==> src/rtl/bit4_signed_multiplier_pkg.sv <==
// Shared widths, product type and partial-product helpers for the 4x4 signed
// Baugh-Wooley multiplier.
package bit4_signed_multiplier_pkg;

    localparam int OPERAND_W = 4;
    localparam int RESULT_W  = 9;
    localparam int PP_W      = 2 * OPERAND_W;
    localparam int ADD_ROWS  = OPERAND_W - 1;

    typedef logic signed [RESULT_W-1:0] product_t;

    // Folds the -2^(i+3) terms of both sign rows into two constant ones (bits 4 and 7).
    localparam logic [PP_W-1:0] BW_CORRECTION = 8'b1001_0000;

    // One 4-bit partial-product row for multiplier bit b_bit. Ordinary rows invert
    // only the A[3] term; the B[3] row inverts the magnitude terms instead.
    function automatic logic [OPERAND_W-1:0] pp_row(
        input logic [OPERAND_W-1:0] a,
        input logic                 b_bit,
        input logic                 sign_row
    );
        logic [OPERAND_W-1:0] raw;
        raw = a & {OPERAND_W{b_bit}};
        if (sign_row) begin
            return {raw[OPERAND_W-1], ~raw[OPERAND_W-2:0]};
        end
        return {~raw[OPERAND_W-1], raw[OPERAND_W-2:0]};
    endfunction

    // The 8-bit array result already holds the full range -56..+64.
    function automatic product_t sext_product(input logic [PP_W-1:0] raw);
        return product_t'({raw[PP_W-1], raw});
    endfunction

endpackage

==> src/rtl/bit4_signed_multiplier_full_adder.sv <==
// One-bit full adder used as the cell of the partial-product reduction array.
module full_adder (
    input  logic a,
    input  logic b,
    input  logic cin,
    output logic sum,
    output logic cout
);

    assign sum  = a ^ b ^ cin;
    assign cout = (a & b) | (a & cin) | (b & cin);

endmodule

==> src/rtl/bit4_signed_multiplier.sv <==
// 4x4 signed multiplier: Baugh-Wooley partial products, ripple adder array of
// full_adder cells, and a registered 9-bit result.
module bit4_signed_multiplier
    import bit4_signed_multiplier_pkg::*;
(
    input  logic                 clk,
    input  logic                 rst,
    input  logic [OPERAND_W-1:0] A,
    input  logic [OPERAND_W-1:0] B,
    input  logic                 in_valid,
    output product_t             Out,
    output logic                 out_valid
);

    logic [PP_W-1:0]     base_row;
    logic [PP_W-1:0]     addend [ADD_ROWS];
    logic [PP_W-1:0]     product_raw;
    logic [ADD_ROWS-1:0] unused_msb_carry;

    // Row 0 carries the correction constant in its otherwise empty upper bits.
    always_comb begin
        base_row = BW_CORRECTION | PP_W'(pp_row(A, B[0], 1'b0));
        for (int r = 1; r <= ADD_ROWS; r++) begin
            addend[r-1] = PP_W'(pp_row(A, B[r], r == ADD_ROWS)) << r;
        end
    end

    genvar r, k;
    generate
        for (r = 0; r < ADD_ROWS; r++) begin : g_row
            logic [PP_W-1:0] acc_in;
            logic [PP_W-1:0] acc_out;

            if (r == 0) begin : g_first
                assign acc_in = base_row;
            end else begin : g_chain
                assign acc_in = g_row[r-1].acc_out;
            end

            for (k = 0; k < PP_W; k++) begin : g_bit
                logic cin;
                logic cout;

                if (k == 0) begin : g_lsb
                    assign cin = 1'b0;
                end else begin : g_ripple
                    assign cin = g_bit[k-1].cout;
                end

                full_adder u_fa (
                    .a    (acc_in[k]),
                    .b    (addend[r][k]),
                    .cin  (cin),
                    .sum  (acc_out[k]),
                    .cout (cout)
                );
            end

            // Sum is taken modulo 2^8; the top carry carries no information.
            assign unused_msb_carry[r] = g_bit[PP_W-1].cout;
        end
    endgenerate

    assign product_raw = g_row[ADD_ROWS-1].acc_out;

    // Valid-only handshake, no backpressure: a pair is accepted on every edge
    // with in_valid=1 and rst=0; out_valid pulses on the next cycle alongside its
    // product, and Out holds its last product while in_valid is low.
    always_ff @(posedge clk) begin
        if (rst) begin
            Out       <= '0;
            out_valid <= 1'b0;
        end else begin
            out_valid <= in_valid;
            if (in_valid) begin
                Out <= sext_product(product_raw);
            end
        end
    end

endmodule

==> config.mk <==
export PLATFORM = sky130hd
export DESIGN_NAME = bit4_signed_multiplier
export DESIGN_NICKNAME = d
export VERILOG_FILES = /design/src/rtl/bit4_signed_multiplier_pkg.sv /design/src/rtl/bit4_signed_multiplier_full_adder.sv /design/src/rtl/bit4_signed_multiplier.sv
export SDC_FILE = /design/constraint.sdc
export NUM_CORES = 1
export LEC_CHECK = 0
export CAP_MARGIN = 20
export CORE_UTILIZATION = 46
export CTS_BUF_LIST = sky130_fd_sc_hd__clkbuf_4 sky130_fd_sc_hd__clkbuf_8
export CTS_CLUSTER_SIZE = 25
export DETAILED_ROUTE_END_ITERATION = 16
export GPL_TIMING_DRIVEN = 0
export HOLD_SLACK_MARGIN = 0.12
export PLACE_DENSITY_LB_ADDON = 0.05
export RECOVER_POWER = 25
export SYNTH_ARGS = -nofsm -noshare
export SYNTH_HDL_FRONTEND = slang
export SYNTH_SLANG_ARGS = --single-unit
==> constraint.sdc <==
create_clock -name clk -period 5.4 [get_ports clk]
set_input_delay 0.81 -clock clk [delete_from_list [all_inputs] [get_ports clk]]
set_output_delay 0.81 -clock clk [all_outputs]
set_load 0.01 [all_outputs]
After elaboration in Yosys (flattened, before gate mapping)
Cells that the tools add are included.

Flip-flop bits (word level): 9. Bits of input ports: 11.

Bitwise logic cells: 75.

Operators by type and width (number): $and 1x1->1 (28); $xor 1x1->1 (20); $or 1x1->1 (18); $and 4x4->4 (4); $not 1->1 (4); $not 3->3 (1).

Depth between registers and ports, before layout
Depth after elaboration: 21. Depth in mapped cells: 12. Mapped depth without buffers: 12.

Cells and area by module
From an unflattened synthesis, not the netlist that was laid out.

Cells, all modules: 71. Area, all modules: 893.4 µm².

Modules (own cells, without submodules): full_adder (instances 24, cells an instance 1, area an instance 20.0 µm², sequential area each 0.0 µm²); bit4_signed_multiplier (instances 1, cells an instance 47, area an instance 412.9 µm², sequential area each 180.2 µm²).

Least setup slack after synthesis
OpenSTA, ideal clock, no wires.

Kind: input to register. From: input B[0]. To: register Out[6]. Library setup time: 0.079 ns. Arrival: 4.348 ns. Required time: 5.321 ns. Slack: 0.973 ns. Cell stages on the path: 11. Buffers on the path: 0. Path through: and2_1 ha_1 fa_1 fa_1 fa_1 inv_1 fa_1 fa_1 fa_1 fa_1 a211oi_2.

Word-level cells in the longest chain between the ends: 18. Elaborated cells on any way between the ends: 56.

RTL lines: start, declared (line bit4_signed_multiplier.sv:9) `input logic [OPERAND_W-1:0] B,`; $and 4x4->4 * (line bit4_signed_multiplier_pkg.sv:23) `raw = a & {OPERAND_W{b_bit}};`; $and 1x1->1 (2 in series) (line bit4_signed_multiplier_full_adder.sv:11) `assign cout = (a & b) | (a & cin) | (b & cin);`; $or 1x1->1 (2 in series) (line bit4_signed_multiplier_full_adder.sv:11); $and 1x1->1 (line bit4_signed_multiplier_full_adder.sv:11); $or 1x1->1 (2 in series) (line bit4_signed_multiplier_full_adder.sv:11); $xor 1x1->1 (3 in series) (line bit4_signed_multiplier_full_adder.sv:10) `assign sum = a ^ b ^ cin;`; $and 1x1->1 (line bit4_signed_multiplier_full_adder.sv:11); $or 1x1->1 (2 in series) (line bit4_signed_multiplier_full_adder.sv:11); $and 1x1->1 (line bit4_signed_multiplier_full_adder.sv:11); $or 1x1->1 (2 in series) (line bit4_signed_multiplier_full_adder.sv:11); $xor 1x1->1 * (line bit4_signed_multiplier_full_adder.sv:10); end signal, assigned (line bit4_signed_multiplier.sv:76) `Out <= sext_product(product_raw);`; end, declared (line bit4_signed_multiplier.sv:11) `output product_t Out,`.

Mark *: on every way between the ends. The rest lies on a longest branch, timed or not. A chain may end at the register's enable or synchronous reset.

Final worst setup path
Ends and elaborated chain as after synthesis.

==> summary.md <==
| Metric | Value |
|---|---|
| Setup repair after global routing missed its margin | `false` |
| Worst clock skew on the final layout | `0 ns` |
| Proportion of power drawn by flip-flops and latches | `between 30% and 40%` |
| Delay of the slowest cell on the worst path | `around 0.47 ns` |
| Chip width | `38.9 um` |
| CTS tree | `built` |
| Post-detailed-route via-to-cell ratio | `roughly 5` |
| Worst supply voltage drop on vdd | `between 150 and 200 uV` |
| End point of the most critical hold path | `Out[0]` |
| Die Span Y | `~39 um` |
| Area of the mapped netlist | `between 600 and 700 um^2` |
| DR vias | `between 400 and 500` |
| Sinks on the clock net | `9` |
| Global routing met3 resource utilization | `under 10%` |
| Wire length per cell | `11.1 um` |
| Fraction of final layout cells sized beyond drive strength 1 | `8.43%` |
| Post-synthesis cell type with the largest combined area | `sky130_fd_sc_hd__dfxtp_1` |
| Vias in the first global route | `roughly 480` |
| Share of power burned in the clock network | `between 20% and 30%` |
| Critical Path AT | `between 4 and 5 ns` |
| Clock insertion delay at the later pin of the skew report | `around 0.26 ns` |
| Share of the core filled with cells in the final layout | `72.3%` |
| Max-cap violations | `0` |
| Maximum level of the CTS H-tree | `1` |
| GR Overflow Total | `0` |
| Post-synth top area share | `roughly 29%` |
| Net count of the mapped netlist | `slightly above 80` |
| Crit path time final | `between 4 and 5 ns` |
| Initial Utilization | `between 50% and 60%` |
| Worst path buffer plus inverter count | `2` |
| Number of remaining DRC errors | `0` |
| Hold buffer count at cts | `0` |
| Post-CTS repair timing setup buffer count | `0` |
| DIE AREA | `about 1500 um^2` |
| Final design instance area without fill | `roughly 860 um^2` |
| Most common library cell in the layout ignoring fill and taps | `sky130_fd_sc_hd__clkdlybuf4s50_1` |
| Count of buffers from port buffering | `19` |
| Diodes inserted | `0` |
| Final Routed Wirelength | `about 1100 um` |
| Count of state elements after synthesis | `9` |
| Total area of multi-input combinational cells | `between 400 and 500 um^2` |
| Crit Reg-Reg Startpoint | `Out[6]` |
| Top cell by count, worst path | `sky130_fd_sc_hd__fa_1` |
| Reg2reg path depth | `2` |
| Final HPWL from detailed placement | `between 900 and 1000 um` |
| Initial antenna violation count | `0` |
| Maximum number of pins on one net before global-route repair | `11` |
| Highest-count cells in the layout ignoring fill and taps | `sky130_fd_sc_hd__clkdlybuf4s50_1 (17), sky130_fd_sc_hd__and2_1 (11), sky130_fd_sc_hd__dfxtp_1 (9), sky130_fd_sc_hd__fa_1 (8), sky130_fd_sc_hd__nor2_1 (6)` |
| Library cells used by synthesis | `18` |
| Worst min-delay path category | `reg -> reg` |
| Worst slew slack as a fraction of its limit | `between 60% and 70%` |
| Weighted congestion at the end of routability-driven global placement | `a little under 0.8` |
| Number of buffers added by the clock tree synthesis step | `3` |
| Number of setup violations in the final report | `0` |
| Transition time at the pin with the least slew margin | `about 0.57 ns` |
| Post-synthesis cell count | `60` |
| Cell family contributing the most delay on the critical path | `adder cells` |
| Accumulated negative setup slack | `0 ns` |
| First drt pass iteration count | `4` |
| Area occupied by registers | `approximately 180 um^2` |
| Share of synthesized area occupied by flip-flops and latches | `between 20 and 30%` |
| R2R Setup Slk | `roughly 4.7 ns` |
| Ordered list of cells on the worst path | `clkdlybuf4s50_1 > and2_1 > ha_1 > fa_1 > fa_1 > fa_1 > inv_1 > fa_1 > fa_1 > fa_1 > fa_1 > a211oi_2` |
| Clock slew at reported path FFs | `0.06 ns` |
| Fraction of met2 tracks used by global routing | `between 30% and 40%` |
| Area growth from synthesis to layout | `36.7%` |
| Total core area | `1190 um^2` |
| Pwr/cell area | `248 nW/um^2` |
| Proportion of total power due to net switching | `28.9%` |
| Total Power Consumption | `~0.21 mW` |
| Top-level I/O count | `21` |
| Number of gates resized after cts | `0` |
| Cell at the root of the clock tree | `sky130_fd_sc_hd__clkbuf_4` |
| Number of cells in the design after placement | `just over 90` |
| Final worst-path cycle share | `88.5%` |
| Crit end category | `register` |
| Timing-limited maximum frequency | `between 0.2 and 0.25 GHz` |
| Wire length of the first global-routing pass | `between 1500 and 2000 um` |
| Data required, critical path | `5.58 ns` |
| Met1 GRT Util | `approximately 22%` |
| Cell at the slowest stage of the critical path | `sky130_fd_sc_hd__fa_1` |
| Number of pins with negative max-slew slack in the final report | `0` |
| Cell Int Power | `~0.15 mW` |
| Power spent charging and discharging nets | `around 0.061 mW` |
| Deepest clock path buffer count | `2` |
| Largest fanout on the critical path | `4` |
| Type of origin of the critical path | `input pin` |
| Area contributors post-synth | `sky130_fd_sc_hd__dfxtp_1 (29%), sky130_fd_sc_hd__fa_1 (26%), sky130_fd_sc_hd__and2_1 (11%), sky130_fd_sc_hd__ha_1 (8.0%), sky130_fd_sc_hd__mux2i_1 (6.4%)` |
| Setup Crit Path Kind | `in -> reg` |
| HP Start | `Out[0]` |
| Placement Cell Area | `between 800 and 900 um^2` |
| DRC marker count from the first detailed-route iteration | `4` |
| Number of fillers in the final layout | `95` |
| Number of nets at the end of the flow | `107` |
| Post-synthesis average cell area | `around 10 um^2` |
| Yosys synthesis warning count | `0` |
| Antenna-violating nets left | `0` |
| Standard-cell row count | `12` |
| Busiest layer in global routing | `met2` |
| Result of the run | `complete, no violations` |
| Share of power burned in combinational logic | `roughly 37%` |
| Cells on Worst Hold Path | `2` |
| Fin. Hold Viols | `0` |
| Overall Global Routing Usage | `a little under a fifth` |
| Leakage component of the power | `0.362 nW` |
| Critical register-to-register path endpoint | `Out[6]` |
| Final Non-Filler Cells | `97` |
==> per-stage QoR <==
| stage | hold WS, ns | worst slack [ns] |
|---|---|---|
| after floorplan | 0.489 | 0.973 |
| after global placement | 0.456 | 0.365 |
| after detailed placement | 0.472 | 0.337 |
| after CTS | 0.484 | 0.612 |
| after global routing | 0.500 | 0.495 |
| final | 0.476 | 0.624 |
==> how the worst max path moves through the flow <==
stage              to  startpoint  slack [ns]  depth (start not counted)
6_report       Out[6]        B[0]        0.62                         12
2_1_floorplan  Out[6]        B[0]        0.97                         11
4_1_cts        Out[6]        B[0]        0.61                         12
3_3_place_gp   Out[6]        B[0]        0.36                         12
5_1_grt        Out[6]        B[0]        0.50                         12
3_5_place_dp   Out[6]        B[0]        0.34                         12
==> synthesized netlist by cell type, drive strengths merged <==
cell,number
clkbuf,1
nand2b,1
mux2i,4
a211oi,3
nor2,7
nor2b,1
ha,4
nand3,1
buf,2
inv,3
dfxtp,9
fa,8
a21oi,1
nand2,4
and2,11
==> cell families (layout without fill, tap and decap cells) <==
logic type | Yosys count | after routing | synth area share (%)
muxes | 4 | 4 | 6.39
AOI/OAI and AO/OA | 4 | 4 | 5.19
DFF | 9 | 9 | 28.7
and+or+nand+nor | 25 | 25 | 20.8
adders and majority gates | 12 | 12 | 33.5
buffers and inverters | 6 | 29 | 5.39
==> flip-flops by register name (all words and copies together), names as in the netlist <==
name and flops:
Out 8, out_valid 1
==> metal layers <==
metal  routed length (um)  vias to the layer above  share of wire (%)
met5                    0                        -                  0
li1                     -                      239                  -
met4                    0                        0                  0
met3                   45                        0                4.2
met2                  511                       10                 48
met1                  516                      233                 48
==> worst reg2reg max path: stages, from the launching register on <==
cell,delay [ns]
sky130_fd_sc_hd__dfxtp_1,0.35
sky130_fd_sc_hd__nor2_2,0.04
sky130_fd_sc_hd__a211oi_2,0.19
==> power groups by stage <==
| stage | clock network [mW] | logic, mW | registers [mW] |
|---|---|---|---|
| 2_1_floorplan | 0 | 0.0429 | 0.0829 |
| 3_5_place_dp | 0 | 0.0811 | 0.0793 |
| 4_1_cts | 0.0584 | 0.0812 | 0.0781 |
| 5_1_grt | 0.0629 | 0.0885 | 0.0786 |
| 3_3_place_gp | 0 | 0.0803 | 0.0792 |
| 6_report | 0.0563 | 0.0780 | 0.0780 |
==> area by class of cell <==
| class | instances | share of cell area, % |
|---|---|---|
| plain buffers | 3 | 1.75 |
| clock buffers | 4 | 3.50 |
| inverters | 3 | 1.31 |
| multi-input cells | 45 | 48.2 |
| flip-flops and latches | 9 | 21.0 |
| well taps | 14 | 2.04 |
| repair buffers | 19 | 22.2 |
(Power assumes the default switching activity.)
